<file path="src/rtl/fifo_uart_pkg.sv">
// Shared definitions for the FIFO-fed UART transmitter: state encoding,
// line levels and parity selection.
package fifo_uart_pkg;

  typedef enum logic [2:0] {
    IDLE   = 3'd0,
    START  = 3'd1,
    DATA   = 3'd2,
    PARITY = 3'd3,
    STOP   = 3'd4
  } state_t;

  localparam logic START_BIT = 1'b0;
  localparam logic STOP_BIT  = 1'b1;
  localparam logic PAR_EVEN  = 1'b0;
  localparam logic PAR_ODD   = 1'b1;

  // data_xor is the XOR-reduction of the data byte.
  function automatic logic parity_bit(input logic data_xor, input logic par_typ);
    return (par_typ == PAR_EVEN) ? data_xor : ~data_xor;
  endfunction

endpackage

</file>
<file path="src/rtl/fifo_uart_tx_if.sv">
// FIFO read port, frame configuration and serial line of the UART transmitter.
// master = FIFO/config side, slave = transmitter.
interface fifo_uart_tx_if #(parameter int WIDTH = 8);

  logic             rempty;
  logic [WIDTH-1:0] rdata;
  logic             par_en;
  logic             par_typ;
  logic             rinc;
  logic             tx_out;
  logic             busy;

  modport master (
    output rempty, rdata, par_en, par_typ,
    input  rinc, tx_out, busy
  );

  modport slave (
    input  rempty, rdata, par_en, par_typ,
    output rinc, tx_out, busy
  );

endinterface

</file>
<file path="src/rtl/uart_tx_serializer.sv">
// Shift register, bit counter and registered line driver. The line value is
// chosen from the state being entered, so tx_out changes together with the state.
module uart_tx_serializer
  import fifo_uart_pkg::*;
#(
  parameter int WIDTH = 8
) (
  input  logic             i_clk,
  input  logic             i_rst_n,
  input  logic             i_load,
  input  logic [WIDTH-1:0] i_data,
  input  state_t           i_state,
  input  state_t           i_state_next,
  input  logic             i_par_bit,
  output logic             o_tx,
  output logic             o_last_bit
);

  localparam int CNT_W = $clog2(WIDTH);

  logic [WIDTH-1:0] r_shift;
  logic [CNT_W-1:0] r_cnt;
  logic             r_tx;
  logic             w_tx_next;

  always_comb begin
    w_tx_next = STOP_BIT;
    case (i_state_next)
      START:   w_tx_next = START_BIT;
      DATA:    w_tx_next = r_shift[0];
      PARITY:  w_tx_next = i_par_bit;
      default: w_tx_next = STOP_BIT;
    endcase
  end

  // Each edge into a DATA cycle drives the current LSB and shifts it out.
  always_ff @(posedge i_clk) begin
    if (!i_rst_n) begin
      r_shift <= '0;
      r_cnt   <= '0;
      r_tx    <= STOP_BIT;
    end else begin
      if (i_load) begin
        r_shift <= i_data;
      end else if (i_state_next == DATA) begin
        r_shift <= r_shift >> 1;
      end
      if (i_state == DATA && i_state_next == DATA) begin
        r_cnt <= r_cnt + CNT_W'(1);
      end else begin
        r_cnt <= '0;
      end
      r_tx <= w_tx_next;
    end
  end

  assign o_tx       = r_tx;
  assign o_last_bit = (r_cnt == CNT_W'(WIDTH - 1));

endmodule

</file>
<file path="src/rtl/fifo_uart_tx.sv">
// FIFO-fed UART transmitter: pops a byte whenever the FIFO is non-empty and the
// line is free (idle or stop bit), then sends start, data LSB first, parity, stop.
module fifo_uart_tx
  import fifo_uart_pkg::*;
#(
  parameter int WIDTH = 8
) (
  input  logic           CLK,
  input  logic           RST,
  fifo_uart_tx_if.slave  fifo_if
);

  state_t r_state;
  state_t w_state_next;
  logic   r_busy;
  logic   r_par_en;
  logic   r_par_bit;
  logic   w_rinc;
  logic   w_last_bit;
  logic   w_tx;

  always_ff @(posedge CLK) begin
    if (!RST) begin
      r_state   <= IDLE;
      r_busy    <= 1'b0;
      r_par_en  <= 1'b0;
      r_par_bit <= 1'b0;
    end else begin
      r_state <= w_state_next;
      r_busy  <= (w_state_next != IDLE);
      if (w_rinc) begin
        r_par_en  <= fifo_if.par_en;
        r_par_bit <= parity_bit(^fifo_if.rdata, fifo_if.par_typ);
      end
    end
  end

  always_comb begin
    w_state_next = r_state;
    case (r_state)
      IDLE:    w_state_next = w_rinc ? START : IDLE;
      START:   w_state_next = DATA;
      DATA:    if (w_last_bit) w_state_next = r_par_en ? PARITY : STOP;
      PARITY:  w_state_next = STOP;
      STOP:    w_state_next = w_rinc ? START : IDLE;
      default: w_state_next = IDLE;
    endcase
  end

  // Gated by RST so a pop never happens on an edge that discards the byte.
  always_comb begin
    w_rinc = RST && !fifo_if.rempty && (r_state == IDLE || r_state == STOP);
  end

  uart_tx_serializer #(
    .WIDTH (WIDTH)
  ) u_serializer (
    .i_clk        (CLK),
    .i_rst_n      (RST),
    .i_load       (w_rinc),
    .i_data       (fifo_if.rdata),
    .i_state      (r_state),
    .i_state_next (w_state_next),
    .i_par_bit    (r_par_bit),
    .o_tx         (w_tx),
    .o_last_bit   (w_last_bit)
  );

  assign fifo_if.rinc   = w_rinc;
  assign fifo_if.tx_out = w_tx;
  assign fifo_if.busy   = r_busy;

endmodule
</file>
<file path="src/flat_wrapper.sv">
// flat-port wrapper written by rule: the top's interface ports become plain ports
module fifo_uart_tx_flat import fifo_uart_pkg::*;
#(
  parameter int WIDTH = 8
)
  (CLK, RST, fifo_if_rempty, fifo_if_rdata, fifo_if_par_en, fifo_if_par_typ, fifo_if_rinc, fifo_if_tx_out, fifo_if_busy);
  fifo_uart_tx_if #(.WIDTH(WIDTH)) fifo_if_i ();
  input  logic CLK;
  input  logic RST;
  input wire logic [$bits(fifo_if_i.rempty)-1:0] fifo_if_rempty;
  input wire logic [$bits(fifo_if_i.rdata)-1:0] fifo_if_rdata;
  input wire logic [$bits(fifo_if_i.par_en)-1:0] fifo_if_par_en;
  input wire logic [$bits(fifo_if_i.par_typ)-1:0] fifo_if_par_typ;
  output wire logic [$bits(fifo_if_i.rinc)-1:0] fifo_if_rinc;
  output wire logic [$bits(fifo_if_i.tx_out)-1:0] fifo_if_tx_out;
  output wire logic [$bits(fifo_if_i.busy)-1:0] fifo_if_busy;
  assign fifo_if_i.rempty = fifo_if_rempty;
  assign fifo_if_i.rdata = fifo_if_rdata;
  assign fifo_if_i.par_en = fifo_if_par_en;
  assign fifo_if_i.par_typ = fifo_if_par_typ;
  assign fifo_if_rinc = fifo_if_i.rinc;
  assign fifo_if_tx_out = fifo_if_i.tx_out;
  assign fifo_if_busy = fifo_if_i.busy;
  fifo_uart_tx #(.WIDTH(WIDTH)) u_core (.CLK(CLK), .RST(RST), .fifo_if(fifo_if_i));
endmodule
</file>
<file path="config.mk">
export PLATFORM = sky130hd
export DESIGN_NAME = fifo_uart_tx_flat
export DESIGN_NICKNAME = d
export VERILOG_FILES = /design/src/rtl/fifo_uart_pkg.sv /design/src/rtl/fifo_uart_tx_if.sv /design/src/rtl/uart_tx_serializer.sv /design/src/rtl/fifo_uart_tx.sv /design/src/flat_wrapper.sv
export SDC_FILE = /design/constraint.sdc
export NUM_CORES = 1
export LEC_CHECK = 0
export ABC_AREA = 0
export ABC_CLOCK_PERIOD_IN_PS = 3540
export CAP_MARGIN = 30
export CORE_AREA = 2 2 43 45
export DETAILED_ROUTE_END_ITERATION = 8
export DIE_AREA = 0 0 45 47
export MAX_ROUTING_LAYER = met4
export PLACE_DENSITY = 0.8
export REMOVE_ABC_BUFFERS = 1
export SLEW_MARGIN = 20
export SYNTH_ARGS = -nofsm -noshare
export SYNTH_HDL_FRONTEND = slang
export SYNTH_HIERARCHICAL = 1
export SYNTH_SLANG_ARGS = --single-unit
</file>
<file path="constraint.sdc">
create_clock -name CLK -period 3.54 [get_ports CLK]
set_input_delay 0.354 -clock CLK [delete_from_list [all_inputs] [get_ports CLK]]
set_output_delay 0.354 -clock CLK [all_outputs]
set_load 0.05 [all_outputs]
</file>
After elaboration in Yosys (flattened, before gate mapping)
Cells that the tools add are included.
{ "op_classes": {"add_sub_neg": 1, "n_mul": 0, "div_mod_pow": 0, "order_cmp": 0, "n_eq_ne": 8, "n_shift": 0, "mux": 8, "n_bitwise": 1, "n_reduce_logical": 11} }
{ "ops": {"columns": ["cell", "count"], "rows": [
  ["two-way mux 8 bit", 2],
  ["== test 3 x 2 -> 1 bit (second input constant)", 4],
  ["case mux 3 bit (4 select lines)", 1],
  ["parity 8 bit", 1],
  ["== test 3 x 1 -> 1 bit (second input constant)", 2],
  ["== test 3 bit (second input constant)", 2],
  ["two-way mux 3 bit", 2],
  ["adder 3 x 1 -> 3 bit (second input constant)", 1],
  ["logical AND 1 bit", 3],
  ["logical NOT 3 bit", 1],
  ["case mux 1 bit (3 select lines)", 1],
  ["nonzero test 3 bit", 1],
  ["two-way mux 1 bit", 2],
  ["AND reduction 2 bit", 1],
  ["nonzero test 2 bit", 1],
  ["OR reduction 2 bit", 1],
  ["logical NOT 1 bit", 1],
  ["logical OR 1 bit", 1],
  ["NOT 1 bit", 1]
]} }
{ "totals": {"regBits": 18, "latchBits": 0, "mem_bits_rw": 0, "mem_bits_ro": 0, "input_bits": 13, "out_inout_bits": 3, "memories": 0} }

Logic depth before layout (Yosys ltp)
{ "depth": {"ltp_word": 8, "mapped_depth": 9, "depth_no_buf": 8} }

Modules after synthesis
Netlist, hierarchy kept.
{ "by_module_without_submodules": {"columns": ["mod", "n_inst", "cells_per_inst", "area_per_inst_um2", "seq_area_each_um2"], "rows": [
  ["uart_tx_serializer", 1, 59, 514.2, 240.2],
  ["fifo_uart_tx", 1, 36, 320.3, 120.1]
]} }

Worst setup path before layout
Ideal clock, no wire load.
{ "synth_path": {"path_kind": "flip-flop to flip-flop", "from": "register u_core.u_serializer.r_cnt[0]", "to": "register u_core.u_serializer.r_cnt[1]", "setup_time_ns": 0.059, "arrival_time_ns": 1.738, "required_time_ns": 3.481, "path_slack_ns": 1.743, "stages_incl_launch_ff": 10, "n_path_buf": 1, "path_cell_list": "dfxtp_1 -> ha_1 -> ha_1 -> inv_1 -> o211ai_1 -> a21oi_1 -> or3b_1 -> buf_4 -> nor2_2 -> and2_1"} }
{ "synth_between": {"elab_chain_len": 6} }
{ "synth_rtl": {"columns": ["item", "line", "rtl"], "rows": [
  ["start: declaration", "uart_tx_serializer.sv:22", "logic [CNT_W-1:0] r_cnt;"],
  ["start signal: assignment", "uart_tx_serializer.sv:49", "r_cnt <= r_cnt + CNT_W'(1);"],
  ["== test 3 bit", "uart_tx_serializer.sv:58", "assign o_last_bit = (r_cnt == CNT_W'(WIDTH - 1));"],
  ["net u_core.w_last_bit", "fifo_uart_tx.sv:19", "logic w_last_bit;"],
  ["two-way mux 3 bit", "fifo_uart_tx.sv:43", "DATA: if (w_last_bit) w_state_next = r_par_en ? PARITY : STOP;"],
  ["case mux 3 bit (4 select lines)", "fifo_uart_tx.sv:40", "case (r_state)"],
  ["net u_core.w_state_next[1]", "fifo_uart_tx.sv:14", "state_t w_state_next;"],
  ["== test 3 x 2 -> 1 bit", "uart_tx_serializer.sv:48", "if (i_state == DATA && i_state_next == DATA) begin"],
  ["logical AND 1 bit", "uart_tx_serializer.sv:48", null],
  ["AND reduction 2 bit (no source line)", null, null]
]} }
The timed path passes the listed nets, and every way through them passes these cells.
A chain may end at the register's enable or synchronous reset.

Final worst setup path
{ "layout_path": {"from": "input port RST", "to": "output port fifo_if_rinc"} }
{ "layout_between": {"elab_chain_len": 2} }
{ "layout_rtl": {"columns": ["item", "line", "rtl"], "rows": [
  ["start: declaration", "flat_wrapper.sv:9", "input logic RST;"],
  ["logical AND 1 bit (2 in a row)", "fifo_uart_tx.sv:52", "w_rinc = RST && !fifo_if.rempty && (r_state == IDLE || r_state == STOP);"],
  ["end: declaration", "flat_wrapper.sv:14", "output wire logic [$bits(fifo_if_i.rinc)-1:0] fifo_if_rinc;"]
]} }
Every way passes these cells.

==> metrics.txt <==
H-Tree Depth 1; crit path max-delay cell type clkdlybuf4s50_1; Critical Path, Cell by Cell clkdlybuf4s50_1 -> nand3b_1 -> inv_1 -> clkdlybuf4s50_1; Clock Path Buffers 2; Post CTS Setup Buffer Count 0; yosys warns 6; fmax 0.351 GHz; Hold Crit Class flip-flop to flip-flop; IO Count 16; Max Slew Vio Count 0; Final Hold Viols 0; hold_buf cts 0; total leakage power 0.390 nW; nets 128; CTS buffer count 3; FF+latch count, synth 18; PwrDens 398 mW/mm^2; Worst-Skew Late Latency 280 ps; setup tns final 0 ps; gr usage total 18.5%; Worst-Margin Slew 509 ps; Design Power 0.405 mW; Synth async-reset ratio 0%; clock skew 2.95 ps; Primary FF master, synth dfxtp_1; pin count of the biggest net entering global routing 18; Slew HR 65.7%; DR WL/cell 12.1 um; die area 0.00212 mm^2; share of cells above drive strength 1 5.41%; number of max-cap violations 0; CP max FO 17; CTS root buffer clkbuf_4; CTS resizes 0; DR DRC count 0; Syn Area/Cell 8.78 um^2; gr ovfl total 0; Die Y 47 um; Worst Slack Setup Final 694 ps; initial antenna violation count 0; Mapped Cells 95; outcome completed; DR vias/cell 5.45; number of global-route vias before repair 668; sequential area share after synthesis 43.2%; final WL 1550 um; crit path DAT 2490 ps; cell area after synthesis 835 um^2; critical path endpoint category output port; ranking of synthesized cells by area dfxtp_1 43%, a21oi_1 9.6%, o21ai_0 6.6%; CTS clk-pin slew, worst paths 90 ps; first-pass GRT wire length 2610 um; Final Wtd Congestion 0.786; core area 0.00165 mm^2; Filler Cell Count 160; Final Util 61.6%; Rows 15; IO Port Bufs 15; Starting Density 50.5%; Crit Path Category input port to output port; slowest stage delay, CP 880 ps; TritonCTS Sinks 18; First-pass DRT Iterations 4; number of synthesized flops with an enable pin 0; TritonCTS clock tree yes; RSZ-0062 raised after global routing false; Routed Antenna Nets 0; final setup fails 0; Die W 45 um; Yosys top cell by area dfxtp_1; post-route clock period utilization 80.4%; worst slack, placed 709 ps; Crit path required time 3190 ps; r2r setup slk 1480 ps; Startpoint Class input port; Antenna Cells 0; Final Critical Period 2850 ps; initial drt markers 13; Worst VDD drop 0.217 mV; area delta synth->final 21.9%; Detail Placement HPWL 1160 um; Vias 698; Crit path top cell by count clkdlybuf4s50_1; Synth top area share 43.2%; Yosys cell types 28
-- registers in the layout, indices dropped and copies added, names as in the netlist --
signal,count
u_core/r_par_bit,1
u_core/u_serializer/o_tx,1
u_core/fifo_if.busy,1
u_core/u_serializer/r_shift,8
u_core/r_state,3
u_core/u_serializer/r_cnt,3
u_core/r_par_en,1
-- cell families after synthesis --
| kind of cell | synth area share [%] |
|---|---|
| xor+xnor | 9.00 |
| simple gates | 23.1 |
| compound gates | 18.6 |
| buf+inv | 3.15 |
| flops | 43.2 |
| fa+ha+maj | 3.00 |
-- through the flow --
| stage | cells | cell area [um^2] | hold slack (ps) |
|---|---|---|---|
| floorplan | 93 | 823 | 419 |
| global placement | 125 | 995 | 435 |
| detailed placement | 125 | 995 | 440 |
| CTS | 128 | 1020 | 455 |
| global route | 128 | 1020 | 487 |
| finish | 128 | 1020 | 450 |
-- worst max-delay path: cells and delay by family --
kind                   cells  cell delay [ps]
and+or+nand+nor            1              210
buffers and inverters      3             1930
-- cells in the mapped netlist (2+ instances only) --
master and count:
or3b_1 2, ha_1 2, a21oi_1 16, and2_1 5, nand3_1 2, dfxtp_1 18
xnor2_1 4, o21ai_0 11, inv_1 4, nand2_1 12, xor2_1 2
-- per-layer routing --
layer	track usage, %	wire length, um
met4	12.4	33
met1	19.2	719
met2	30.9	730
met5	-	0
met3	4.62	69
-- area by class of cell --
cell class,instances,area (um^2),share of cell area (%)
clock buffers,3,22.5,2.21
inverters,4,15.0,1.48
multi-input cells,71,448,44.0
flip-flops and latches,18,360,35.4
well taps,17,21.3,2.09
repair buffers,15,150,14.8
-- cell usage in the layout (no fill, tap or decap), drive strengths merged, types with 2 or more instances in the layout --
cell           instances
a21oi                 16
and2                   5
clkbuf                 3
clkdlybuf4s50         15
dfxtp                 18
ha                     2
inv                    4
nand2                 12
nand3                  2
nor2                   2
nor3b                  2
o21ai                 12
or3b                   2
xnor2                  4
xor2                   2
-- power by group --
group / switching, mW / internal [mW]
clock: 0.0574 / 0.0395
combinational: 0.0431 / 0.0413
sequential: 0.00804 / 0.216
total: 0.109 / 0.297
-- final timing paths --
| kind | startpoint | end | cells past startpoint |
|---|---|---|---|
| max reg2reg | u_core/u_serializer/r_cnt[0] | u_core/u_serializer/r_cnt[2] | 8 |
| min reg2reg | u_core/u_serializer/r_cnt[0] | u_core/u_serializer/r_cnt[0] | 1 |
| max | RST | fifo_if_rinc | 4 |
| min | u_core/u_serializer/r_cnt[0] | u_core/u_serializer/r_cnt[0] | 1 |
Note: power is estimated with default switching activity, not from simulation.
